===== config.mk =====
export PLATFORM = sky130hd
export DESIGN_NAME = uart_rx
export DESIGN_NICKNAME = d
export VERILOG_FILES = /design/src/rtl/uart_pkg.sv /design/src/rtl/uart_sync2.sv /design/src/rtl/uart_rx.sv
export SDC_FILE = /design/constraint.sdc
export NUM_CORES = 1
export LEC_CHECK = 0
export CORE_UTILIZATION = 56
export CTS_CLUSTER_DIAMETER = 40
export DETAILED_ROUTE_END_ITERATION = 7
export PLACE_DENSITY = 0.78
export SLEW_MARGIN = 5
export SYNTH_ARGS = -nofsm -noshare
export SYNTH_HDL_FRONTEND = slang
export SYNTH_SLANG_ARGS = --single-unit

===== constraint.sdc =====
create_clock -name CLK -period 2.3 [get_ports CLK]
set_input_delay 0.23 -clock CLK [delete_from_list [all_inputs] [get_ports CLK]]
set_output_delay 0.23 -clock CLK [all_outputs]
set_load 0.005 [all_outputs]

===== src/rtl/uart_pkg.sv =====
// Shared UART definitions: receiver FSM states, frame width and baud divisor helper.
package uart_pkg;

    localparam int unsigned DATA_BITS = 8;

    typedef enum logic [2:0] {
        IDLE,
        START,
        DATA,
        PARITY,
        STOP,
        WAIT_HIGH
    } uart_state_e;

    function automatic int unsigned clks_per_bit(input int unsigned freq_hz,
                                                 input int unsigned baud);
        return freq_hz / baud;
    endfunction

endpackage


===== src/rtl/uart_sync2.sv =====
// Two-flop synchroniser for asynchronous inputs; both flops reset to 1 (idle-high lines).
module uart_sync2 (
    input  logic clk,
    input  logic rst_n,
    input  logic d,
    output logic q
);

    logic meta;

    always_ff @(posedge clk or negedge rst_n) begin
        if (!rst_n) begin
            meta <= 1'b1;
            q    <= 1'b1;
        end else begin
            meta <= d;
            q    <= meta;
        end
    end

endmodule


===== src/rtl/uart_rx.sv =====
// 8N1 UART receiver with single-byte valid/ready holding register and sticky error flags.
// Define UART_RX_PARITY_EN to receive 8E1 frames and add the parity_err output.
module uart_rx
    import uart_pkg::*;
#(
    parameter int unsigned CLK_FREQ_HZ = 12000000,
    parameter int unsigned BAUD_RATE   = 115200
) (
    input  logic       CLK,
    input  logic       RESET,
    input  logic       RXD,
    output logic [7:0] rx_data,
    output logic       rx_valid,
    input  logic       rx_ready,
    output logic       overrun,
    output logic       frame_err,
`ifdef UART_RX_PARITY_EN
    output logic       parity_err,
`endif
    input  logic       clr_err
);

    localparam int unsigned CLKS_PER_BIT = clks_per_bit(CLK_FREQ_HZ, BAUD_RATE);
    localparam int unsigned CW           = $clog2(CLKS_PER_BIT);

    localparam logic [CW-1:0] HALF_LOAD = CW'(CLKS_PER_BIT / 2 - 1);
    localparam logic [CW-1:0] FULL_LOAD = CW'(CLKS_PER_BIT - 1);
    localparam logic [2:0]    LAST_BIT  = 3'(DATA_BITS - 1);

    logic rxs;

    uart_sync2 u_sync (
        .clk   (CLK),
        .rst_n (RESET),
        .d     (RXD),
        .q     (rxs)
    );

    uart_state_e          state_q, state_d;
    logic [CW-1:0]        cnt_q, cnt_d;
    logic [2:0]           idx_q, idx_d;
    logic [DATA_BITS-1:0] shift_q, shift_d;
    logic                 deliver_q, deliver_d;
    logic                 frame_set;
    logic                 cnt_zero;
`ifdef UART_RX_PARITY_EN
    logic                 parity_set;
    logic                 parity_err_q;
`endif

    assign cnt_zero = (cnt_q == '0);

    always_ff @(posedge CLK or negedge RESET) begin
        if (!RESET) begin
            state_q   <= IDLE;
            cnt_q     <= '0;
            idx_q     <= '0;
            shift_q   <= '0;
            deliver_q <= 1'b0;
        end else begin
            state_q   <= state_d;
            cnt_q     <= cnt_d;
            idx_q     <= idx_d;
            shift_q   <= shift_d;
            deliver_q <= deliver_d;
        end
    end

    always_comb begin
        state_d   = state_q;
        cnt_d     = cnt_q;
        idx_d     = idx_q;
        shift_d   = shift_q;
        deliver_d = 1'b0;
        frame_set = 1'b0;
`ifdef UART_RX_PARITY_EN
        parity_set = 1'b0;
`endif
        unique case (state_q)
            IDLE: begin
                if (!rxs) begin
                    state_d = START;
                    cnt_d   = HALF_LOAD;
                end
            end
            START: begin
                if (!cnt_zero) begin
                    cnt_d = cnt_q - 1'b1;
                end else if (rxs) begin
                    state_d = IDLE;
                end else begin
                    state_d = DATA;
                    cnt_d   = FULL_LOAD;
                    idx_d   = '0;
                end
            end
            DATA: begin
                if (!cnt_zero) begin
                    cnt_d = cnt_q - 1'b1;
                end else begin
                    // LSB arrives first, so shift in from the top.
                    shift_d = {rxs, shift_q[DATA_BITS-1:1]};
                    cnt_d   = FULL_LOAD;
                    idx_d   = idx_q + 1'b1;
                    if (idx_q == LAST_BIT) begin
`ifdef UART_RX_PARITY_EN
                        state_d = PARITY;
`else
                        state_d = STOP;
`endif
                    end
                end
            end
`ifdef UART_RX_PARITY_EN
            PARITY: begin
                if (!cnt_zero) begin
                    cnt_d = cnt_q - 1'b1;
                end else begin
                    parity_set = (^shift_q) ^ rxs;
                    state_d    = STOP;
                    cnt_d      = FULL_LOAD;
                end
            end
`endif
            STOP: begin
                if (!cnt_zero) begin
                    cnt_d = cnt_q - 1'b1;
                end else begin
                    deliver_d = 1'b1;
                    if (rxs) begin
                        state_d = IDLE;
                    end else begin
                        frame_set = 1'b1;
                        state_d   = WAIT_HIGH;
                    end
                end
            end
            WAIT_HIGH: begin
                // A held-low line produces one frame only; wait for idle before rearming.
                if (rxs) begin
                    state_d = IDLE;
                end
            end
            default: begin
                state_d = IDLE;
            end
        endcase
    end

    logic [7:0] rx_data_q;
    logic       rx_valid_q;
    logic       overrun_q;
    logic       frame_err_q;

    always_ff @(posedge CLK or negedge RESET) begin
        if (!RESET) begin
            rx_data_q  <= '0;
            rx_valid_q <= 1'b0;
        end else if (deliver_q) begin
            if (!rx_valid_q || rx_ready) begin
                rx_data_q  <= shift_q;
                rx_valid_q <= 1'b1;
            end
        end else if (rx_valid_q && rx_ready) begin
            rx_valid_q <= 1'b0;
        end
    end

    always_ff @(posedge CLK or negedge RESET) begin
        if (!RESET) begin
            overrun_q   <= 1'b0;
            frame_err_q <= 1'b0;
        end else begin
            if (deliver_q && rx_valid_q && !rx_ready) begin
                overrun_q <= 1'b1;
            end else if (clr_err) begin
                overrun_q <= 1'b0;
            end
            if (frame_set) begin
                frame_err_q <= 1'b1;
            end else if (clr_err) begin
                frame_err_q <= 1'b0;
            end
        end
    end

`ifdef UART_RX_PARITY_EN
    always_ff @(posedge CLK or negedge RESET) begin
        if (!RESET) begin
            parity_err_q <= 1'b0;
        end else if (parity_set) begin
            parity_err_q <= 1'b1;
        end else if (clr_err) begin
            parity_err_q <= 1'b0;
        end
    end

    assign parity_err = parity_err_q;
`endif

    assign rx_data   = rx_data_q;
    assign rx_valid  = rx_valid_q;
    assign overrun   = overrun_q;
    assign frame_err = frame_err_q;

endmodule


# Yosys cells after proc, flatten, opt, wreduce, memory -nomap -nowiden
# Index checks and enable logic that the tools add are counted.
# totals
input_bits	5
out_inout_bits	11
elab_cells	77
regBits	35
# op_classes
n_mux	30
n_reduce_logical	19
add_sub_neg	2
n_eq_ne	15
# ops
cell	count
$mux 7	5
$mux 3	10
$pmux 7 s4	1
$pmux 3 s5	1
$ne 2x2->1 const B	7
$mux 1	11
$eq 3x3->1 const B	3
$reduce_and 4->1	2
$reduce_bool 2->1	4
$logic_not 7->1	1
$sub 7x1->7 const B	1
$pmux 3 s2	1
$reduce_and 2->1	3
$reduce_and 6->1	1
$ne 2x1->1 const B	2
$reduce_bool 4->1	1
$add 3x1->3 const B	1
$eq 3x1->1 const B	1
$eq 3x2->1 const B	1
$logic_and 1x1->1	3
$logic_not 3->1	1
$ne 3x3->1 const B	1
$logic_not 1->1	2
$mux 2	1
$logic_or 1x1->1	1

# Logic depth before layout (Yosys ltp)
# Gate-level depths: netlist (run 1).
# depth
ltp_word	4
depth_mapped	7
mapped_depth_nobuf	6

# By module
# From an unflattened synthesis (run 1), not the netlist that was laid out.
# unflattened
cells_unflattened	149
hier_area_um2	1766.7
# modules_own_cells
mod	seq_area_each_um2	n_inst	cells_each	area_per_inst_um2
uart_rx	825.8	1	147	1714.1
uart_sync2	52.6	1	2	52.6

# Least setup slack after synthesis (run 1)
# No wires, ideal clock.
# synth_timing
kind	register to register
from	register cnt_q[0]
to	register shift_q[0]
required_time_ns	2.175
setup_slack_ns	0.171
path_stages_with_launch	8
setup_ns	0.125
n_path_buf	1
synth_period_minus_slack_ns	2.129
arrival_time_ns	2.005
cell_sequence	dfrtp_1 > inv_1 > ha_1 > or4b_4 > or3_1 > buf_6 > nor2_8 > mux2_2
# synth_between
elab_chain_len	2
# synth_lines
element	line	source
from (decl)	uart_rx.sv:40	logic [CW-1:0] cnt_q, cnt_d;
from (signal assigned)	uart_rx.sv:62	cnt_q <= cnt_d;
$logic_not 7->1	uart_rx.sv:51	assign cnt_zero = (cnt_q == '0);
$reduce_and 2->1 (no source line)	-	
to (signal assigned)	uart_rx.sv:64	shift_q <= shift_d;
to (decl)	uart_rx.sv:42	logic [DATA_BITS-1:0] shift_q, shift_d;
# No other way between the ends.
# A chain may end at the register's enable or synchronous reset.

# Worst setup path after layout (run 1)
# layout_timing
from	register cnt_q[0]
to	register shift_q[4]
# Same word-level chain as after synthesis.

==> summary.md, run 1 <==
| Metric | Value |
|---|---|
| Setup violations, final | 0 |
| Critical-path maximum fanout | 9 |
| Worst vdd ir | ~0.00044 V |
| Worst Tran Pin Value | roughly 0.59 ns |
| Rows | 19 |
| Starting Density | between 50% and 60% |
| Via count | approximately 1200 |
| H-tree level count | 2 |
| Placed insts | 190 |
| Antenna diodes | 0 |
| Number of buffers created by CTS | 5 |
| First-pass GRT wire length | approximately 5400 um |
| Worst Hold Class | input port to asynchronous set/reset pin |
| Critical Path RT | about 2.5 ns |
| Synthesized area | 1659 um^2 |
| Largest buffer count on any clock path | 2 |
| Post-route ant nets | 0 |
| Post-Route Skew | between 0.008 and 0.009 ns |
| FILL cells | between 150 and 200 |
| Most used DFF post-synth | dfrtp_1 |
| Vias per inst | approximately 6 |
| Reg-to-reg slack, setup | slightly below 0.09 ns |
| P&R area growth vs syn | 15.84% |
| Initial antenna violation count | 0 |
| Die H | approximately 56 um |
| Endpoints failing hold | 0 |
| Residual DRC | 0 |
| Clk slew on worst S/H paths | 0.11 ns |
| IO buf count | 15 |
| Status | complete, no violations |
| Crit Path Category | flop to flop |
| DP Wirelength | ~2200 um |
| Critical path arrival | roughly 2.4 ns |
| Minimum clock period | 2.212 ns |
| DR WL/cell | between 15 and 20 um |
| GRT Util Overall | ~22% |
| Hold slack | just under 0.3 ns |
| Cells on worst reg2reg path | 6 |
| Area leader, netlist | dfrtp_1 |
| Most frequent cells after synthesis | dfrtp_1, mux2_2, nor2_1 |
| Reg2reg end | shift_q[4] |
| Root buffer cell | clkbuf_4 |
| DIE WIDTH | between 50 and 60 um |
| Distinct cell type count after synthesis | 40 |
| Yosys top cell area share | 49.77% |
| Initial DRC Count | 32 |
| Post-CTS setup buffers | 0 |
| Synth area leaders | dfrtp_1, mux2_2, dfstp_2 |
| Clock tree sinks | 35 |
| Nets | 175 |
| Fin cells | 198 |
| Slew Limit Fails | 0 |
| Post-Route WL | 3069 um |
| Async S/R FF share, synth | 100.0% |
| Share of layout cells above drive strength 1 | just over 20% |
| Slew Limit Headroom | about three fifths |
| Largest net degree at the start of global routing | 36 |
| Worst skew pair latency | around 0.33 ns |
| EDFF count, synth | 0 |
| Worst reg2reg path startpoint | cnt_q[0] |
| Unrepaired setup endpoints after global routing | yes |
| Most common cell in the synthesized netlist | dfrtp_1 |
| Mean area per synthesized cell | roughly 12 um^2 |
| Vias in the first global route | roughly 1200 |
| Post-synthesis register bit count | 35 |
| CORE AREA | approximately 2800 um^2 |
| Crit end category | flop |
| Seq/Total Area, Yosys | between 50% and 60% |
| GR Overflow Total | 0 |
| I/O pin cnt | 16 |
| PD cells | between 500 and 600 nW/um^2 |
| Drt pass-1 iters | 4 |
| Static Leak | between 0.0009 and 0.001 uW |
| Crit path launch type | flop |
| Syn Nets | around 150 |
| GP Congestion | 0.8176 |
| Period Utilization, post-route | 96.16% |
| Synthesized instance count | 143 |
| Max-cap violations | 0 |
| CTS tree | built |
| Ys Warns | 0 |
| Max Clock Freq | 452.2 MHz |
| Total die area | ~3200 um^2 |
==> report_power, final <==
| part | switching (uW) | internal, uW |
|---|---|---|
| Clock | 206 | 118 |
| Combinational | 15.4 | 9.89 |
| Sequential | 2.03 | 618 |
| Total | 223 | 746 |
==> what timing repair did <==
item | CTS | global route
endpoints found under the setup margin | 7 | 1
pin swaps | 0 | 0
hold endpoints to repair | 0 | 0
gates resized for setup | 1 | 0
hold buffers | 0 | 0
cloned | 0 | 0
==> sequential cells by signal, indices dropped and copies added (netlist names), 3 cells and up <==
signal and count:
shift_q 8, rx_data 8, cnt_q 7, state_q 3
idx_q 3
==> routing by layer <==
metal / GRT usage (%) / share of wire [%]
met5: 0 / 0
met4: 9.059 / 1.4
met3: 5.760 / 4.6
met2: 34.29 / 46
met1: 30.34 / 48
==> how the worst max path moves through the flow <==
stage | start | endpoint | slack (ns) | cells after the start
floorplan | cnt_q[0] | shift_q[0] | 0.17 | 7
global placement | cnt_q[0] | shift_q[4] | 0.05 | 6
detailed placement | cnt_q[0] | shift_q[4] | -0.02 | 6
CTS | cnt_q[0] | shift_q[4] | 0.09 | 6
global route | cnt_q[0] | shift_q[4] | -0.0004 | 6
finish | cnt_q[0] | shift_q[4] | 0.09 | 6
==> worst max-delay path: stages (launching register included) <==
cell     delay [ns]
dfrtp_1        0.42
inv_1          0.09
ha_1           0.16
or4b_4         0.50
or3_4          0.41
nor2_8         0.18
mux2_2         0.36
==> cell usage in the layout (no fill, tap or decap), types with 3 or more instances in the layout <==
master / Yosys / final
dfrtp_1: 33 / 33
clkdlybuf4s50_1: 0 / 15
mux2_2: 14 / 14
nor2_1: 10 / 10
inv_1: 9 / 9
a21oi_1: 5 / 5
clkbuf_4: 0 / 5
buf_4: 0 / 5
nand2_1: 4 / 4
a211oi_1: 4 / 4
o22ai_1: 4 / 4
a22oi_1: 4 / 4
a31oi_1: 4 / 4
ha_1: 4 / 4
nor4b_1: 3 / 3
o21ai_0: 3 / 3
==> final cells by class <==
cell class | count | area (um^2) | share of cell area (%)
well taps | 31 | 38.79 | 2.018
clock buffers | 6 | 41.29 | 2.148
multi-input cells | 95 | 729.5 | 37.96
clock inverters | 2 | 12.51 | 0.6510
inverters | 9 | 33.78 | 1.758
repair buffers | 20 | 187.7 | 9.766
flip-flops and latches | 35 | 878.3 | 45.70
==> cell families after synthesis <==
logic type,Yosys count,share of synthesized area (%)
AOI/OAI and AO/OA,36,15.08
xor gates and xnor gates,1,0.5280
adders and majority gates,4,3.017
buffers and inverters,13,3.393
DFF,35,52.94
muxes,17,11.46
and+or+nand+nor,37,13.57
==> stage by stage <==
step                      utilization (%)  area, um^2  total power [uW]  setup WS [ns]    TNS [ns]
after global routing                69.10        1922              1008     -0.0004470  -0.0004470
after CTS                           69.10        1922             975.5        0.09016           0
after detailed placement            66.98        1863             659.1       -0.01558    -0.01781
final                               69.10        1922             969.3        0.08840           0
after floorplan                         -        1659             636.7         0.1707           0
after global placement              66.98        1863             657.6        0.04832           0
No activity file was read; power rests on OpenSTA's default activity.
==> inputs of run 2 (changes only) <==
--- a/config.mk
+++ b/config.mk
@@ -5,11 +5,9 @@
 export SDC_FILE = /design/constraint.sdc
 export NUM_CORES = 1
 export LEC_CHECK = 0
-export CORE_UTILIZATION = 56
+export CORE_UTILIZATION = 40
 export CTS_CLUSTER_DIAMETER = 40
 export DETAILED_ROUTE_END_ITERATION = 7
-export PLACE_DENSITY = 0.78
-export SLEW_MARGIN = 5
 export SYNTH_ARGS = -nofsm -noshare
 export SYNTH_HDL_FRONTEND = slang
 export SYNTH_SLANG_ARGS = --single-unit
==> summary.md, run 2 (synthesized netlist as in run 1, its figures left out) <==
| Metric | Value |
|---|---|
| Status | complete, no violations (unchanged) |
| GR Overflow Total | 0 (unchanged) |
| Starting Density | 41.48% (was 59.65%) |
| Number of buffers created by CTS | 5 (unchanged) |
| I/O pin cnt | 16 (unchanged) |
| Gr busiest metal | met2 (unchanged) |
| Largest net degree at the start of global routing | 36 (unchanged) |
| Critical path's top delay family | simple AND/OR/NAND/NOR gates (unchanged) |
| Post-Route Skew | 0.009093 ns (was 0.008425 ns) |
| Worst reg2reg path startpoint | cnt_q[0] (unchanged) |
| Critical path arrival | 2.35 ns (was 2.44 ns) |
| DP Wirelength | 2275 um (was 2179 um) |
| Fin worst setup slack | 0.1247 ns (was 0.08840 ns) |
| Crit end category | flop (unchanged) |
| Fin area | 1991 um^2 (was 1922 um^2) |
| Drt pass-1 iters | 4 (unchanged) |
| FILL cells | 375 (was 197) |
| First-pass GRT wire length | 5671 um (was 5388 um) |
| GR Util met1 | 21.17% (was 30.34%) |
| P&R area growth vs syn | 19.98% (was 15.84%) |
| Rows | 23 (was 19) |
| GRT Util Overall | 17.51% (was 22.35%) |
| Crit Path Category | flop to flop (unchanged) |
| Worst path bufs/invs | 2 (was 1) |
| Post-route ant nets | 0 (unchanged) |
| CTS tree | built (unchanged) |
| Worst vdd ir | 0.0003942 V (was 0.0004436 V) |
| Clk slew on worst S/H paths | 0.07 ns (was 0.11 ns) |
| CORE AREA | 4000 um^2 (was 2781 um^2) |
| Most frequent cells in the layout | dfrtp_1, clkdlybuf4s50_1, mux2_2 (unchanged) |
| Initial DRC Count | 172 (was 32) |
| Unrepaired setup endpoints after global routing | no (was yes) |
| Met2 Use GR | 29.34% (was 34.29%) |
| Critical Path RT | 2.48 ns (was 2.53 ns) |
| Vias per inst | 5.491 (was 5.960) |
| Hold bufs inserted after CTS | 0 (unchanged) |
| DR WL/cell | 14.64 um (was 15.50 um) |
| Area of the multi-input gates | 735.7 um^2 (was 729.5 um^2) |
| Nets | 176 (was 175) |
| Reg-to-reg slack, setup | 0.12 ns (was 0.09 ns) |
| Antenna diodes | 0 (unchanged) |
| Clock tree sinks | 35 (unchanged) |
| Max Clock Freq | 459.7 MHz (was 452.2 MHz) |
| Place WS | 0.02901 ns (was -0.01558 ns) |
| Critical-path maximum fanout | 4 (was 9) |
| DP Area | 1894 um^2 (was 1863 um^2) |
| Static Leak | 0.0009557 uW (was 0.0009339 uW) |
| GP Congestion | 0.8518 (was 0.8176) |
| Reg2reg end | cnt_q[4] (was shift_q[4]) |
| Worst Tran Pin Value | 0.6097 ns (was 0.5870 ns) |
| Minimum clock period | 2.175 ns (was 2.212 ns) |
| Share of layout cells above drive strength 1 | 21.43% (was 20.36%) |
| Worst skew pair latency | 0.29 ns (was 0.33 ns) |
| Reg area | 878.3 um^2 (unchanged) |
| Setup violations, final | 0 (unchanged) |
| Die H | 66.40 um (was 56.43 um) |
| Slew Limit Headroom | 59.08% (was 60.31%) |
| Slew Limit Fails | 0 (unchanged) |
| Largest buffer count on any clock path | 2 (unchanged) |
| Post-Route WL | 3191 um (was 3069 um) |
| Critical path's largest stage delay | 0.47 ns (was 0.50 ns) |
| Crit path launch type | flop (unchanged) |
| DIE WIDTH | 66.40 um (was 56.43 um) |
| PD cells | 542.1 nW/um^2 (was 504.4 nW/um^2) |
| Endpoints failing hold | 0 (unchanged) |
| Residual DRC | 0 (unchanged) |
| H-tree level count | 2 (unchanged) |
| Total die area | 4409 um^2 (was 3184 um^2) |
| IO buf count | 15 (unchanged) |
| Post-CTS setup buffers | 0 (unchanged) |
| Worst Hold Class | input port to asynchronous set/reset pin (unchanged) |
| Post-layout util | 49.77% (was 69.10%) |
| Root buffer cell | clkbuf_8 (was clkbuf_4) |
| Period Utilization, post-route | 94.58% (was 96.16%) |
| Vias in the first global route | 1222 (was 1182) |
| Max-cap violations | 0 (unchanged) |
| Initial antenna violation count | 0 (unchanged) |
| Sum Neg Setup Slack | 0 ns (unchanged) |
| Cells on worst reg2reg path | 7 (was 6) |
| Grt met3 use | 4.655% (was 5.760%) |
| Worst path slowest cell | nor4_1 (was or4b_4) |
| Crit path cell chain | inv_1, ha_1, or4b_4, buf_4, nor4_1, a41oi_1, o22a_1 (was inv_1, ha_1, or4b_4, or3_4, nor2_8, mux2_2) |
| Via count | 1197 (was 1180) |
| Post-CTS sizing | 0 (was 1) |
| Most common cell after layout, fill and taps aside | dfrtp_1 (unchanged) |
run 2: cell count changes in the layout (fill, tap and decap cells not counted), sizes merged:
cell,delta
buf,+1
run 2: worst reg2reg max path, cell delays in order (launching register included):
cell and delay, ns:
dfrtp_1 0.40, inv_1 0.09, ha_1 0.16, or4b_4 0.46, buf_4 0.17, nor4_1 0.47
a41oi_1 0.10, o22a_1 0.23
run 2: per-layer routing:
metal	wire length [um]	up-vias
met4	54	0
met3	146	5
met2	1480	25
li1	-	572
met5	0	-
met1	1510	595
run 2: report_power, final:
part | switching, uW | total [uW] | internal [uW]
registers | 1.98 | 620 | 618
clock network | 221 | 433 | 212
logic | 16.0 | 25.9 | 9.88
total | 239 | 1080 | 840
run 2: layout make-up:
cell class,count,area share [%]
Clock inverter,2,0.6285
Timing Repair Buffer,21,9.805
Inverter,9,1.697
Clock buffer,6,3.646
Sequential cell,35,44.12
Tap cell,50,3.143
Multi-Input combinational cell,95,36.96
run 2: how the worst max path moves through the flow:
stage               startpoint          to  slack (ns)  depth (start not counted)
floorplan             cnt_q[0]  shift_q[0]        0.17                          7
global placement      cnt_q[0]  shift_q[0]        0.08                          6
detailed placement    cnt_q[0]  shift_q[5]        0.03                          6
CTS                   cnt_q[0]  shift_q[4]        0.02                          6
global route          cnt_q[0]    cnt_q[4]       0.003                          7
finish                cnt_q[0]    cnt_q[4]        0.12                          7
run 2: per-stage QoR:
stage,total power (uW),cells,hold slack (ns)
2_1_floorplan,636.7,143,-0.06559
3_3_place_gp,658.8,210,0.3466
3_5_place_dp,659.5,210,0.3478
4_1_cts,1095,218,0.3368
5_1_grt,1120,218,0.3398
6_report,1079,218,0.3408
==> inputs of run 3 (changes only) <==
--- a/config.mk
+++ b/config.mk
@@ -5,6 +5,7 @@
 export SDC_FILE = /design/constraint.sdc
 export NUM_CORES = 1
 export LEC_CHECK = 0
+export CAP_MARGIN = 15
 export CORE_UTILIZATION = 40
 export CTS_CLUSTER_DIAMETER = 40
 export DETAILED_ROUTE_END_ITERATION = 7
==> results of run 3 <==
No change in the layout: final DEF, timing and power equal those of run 2.
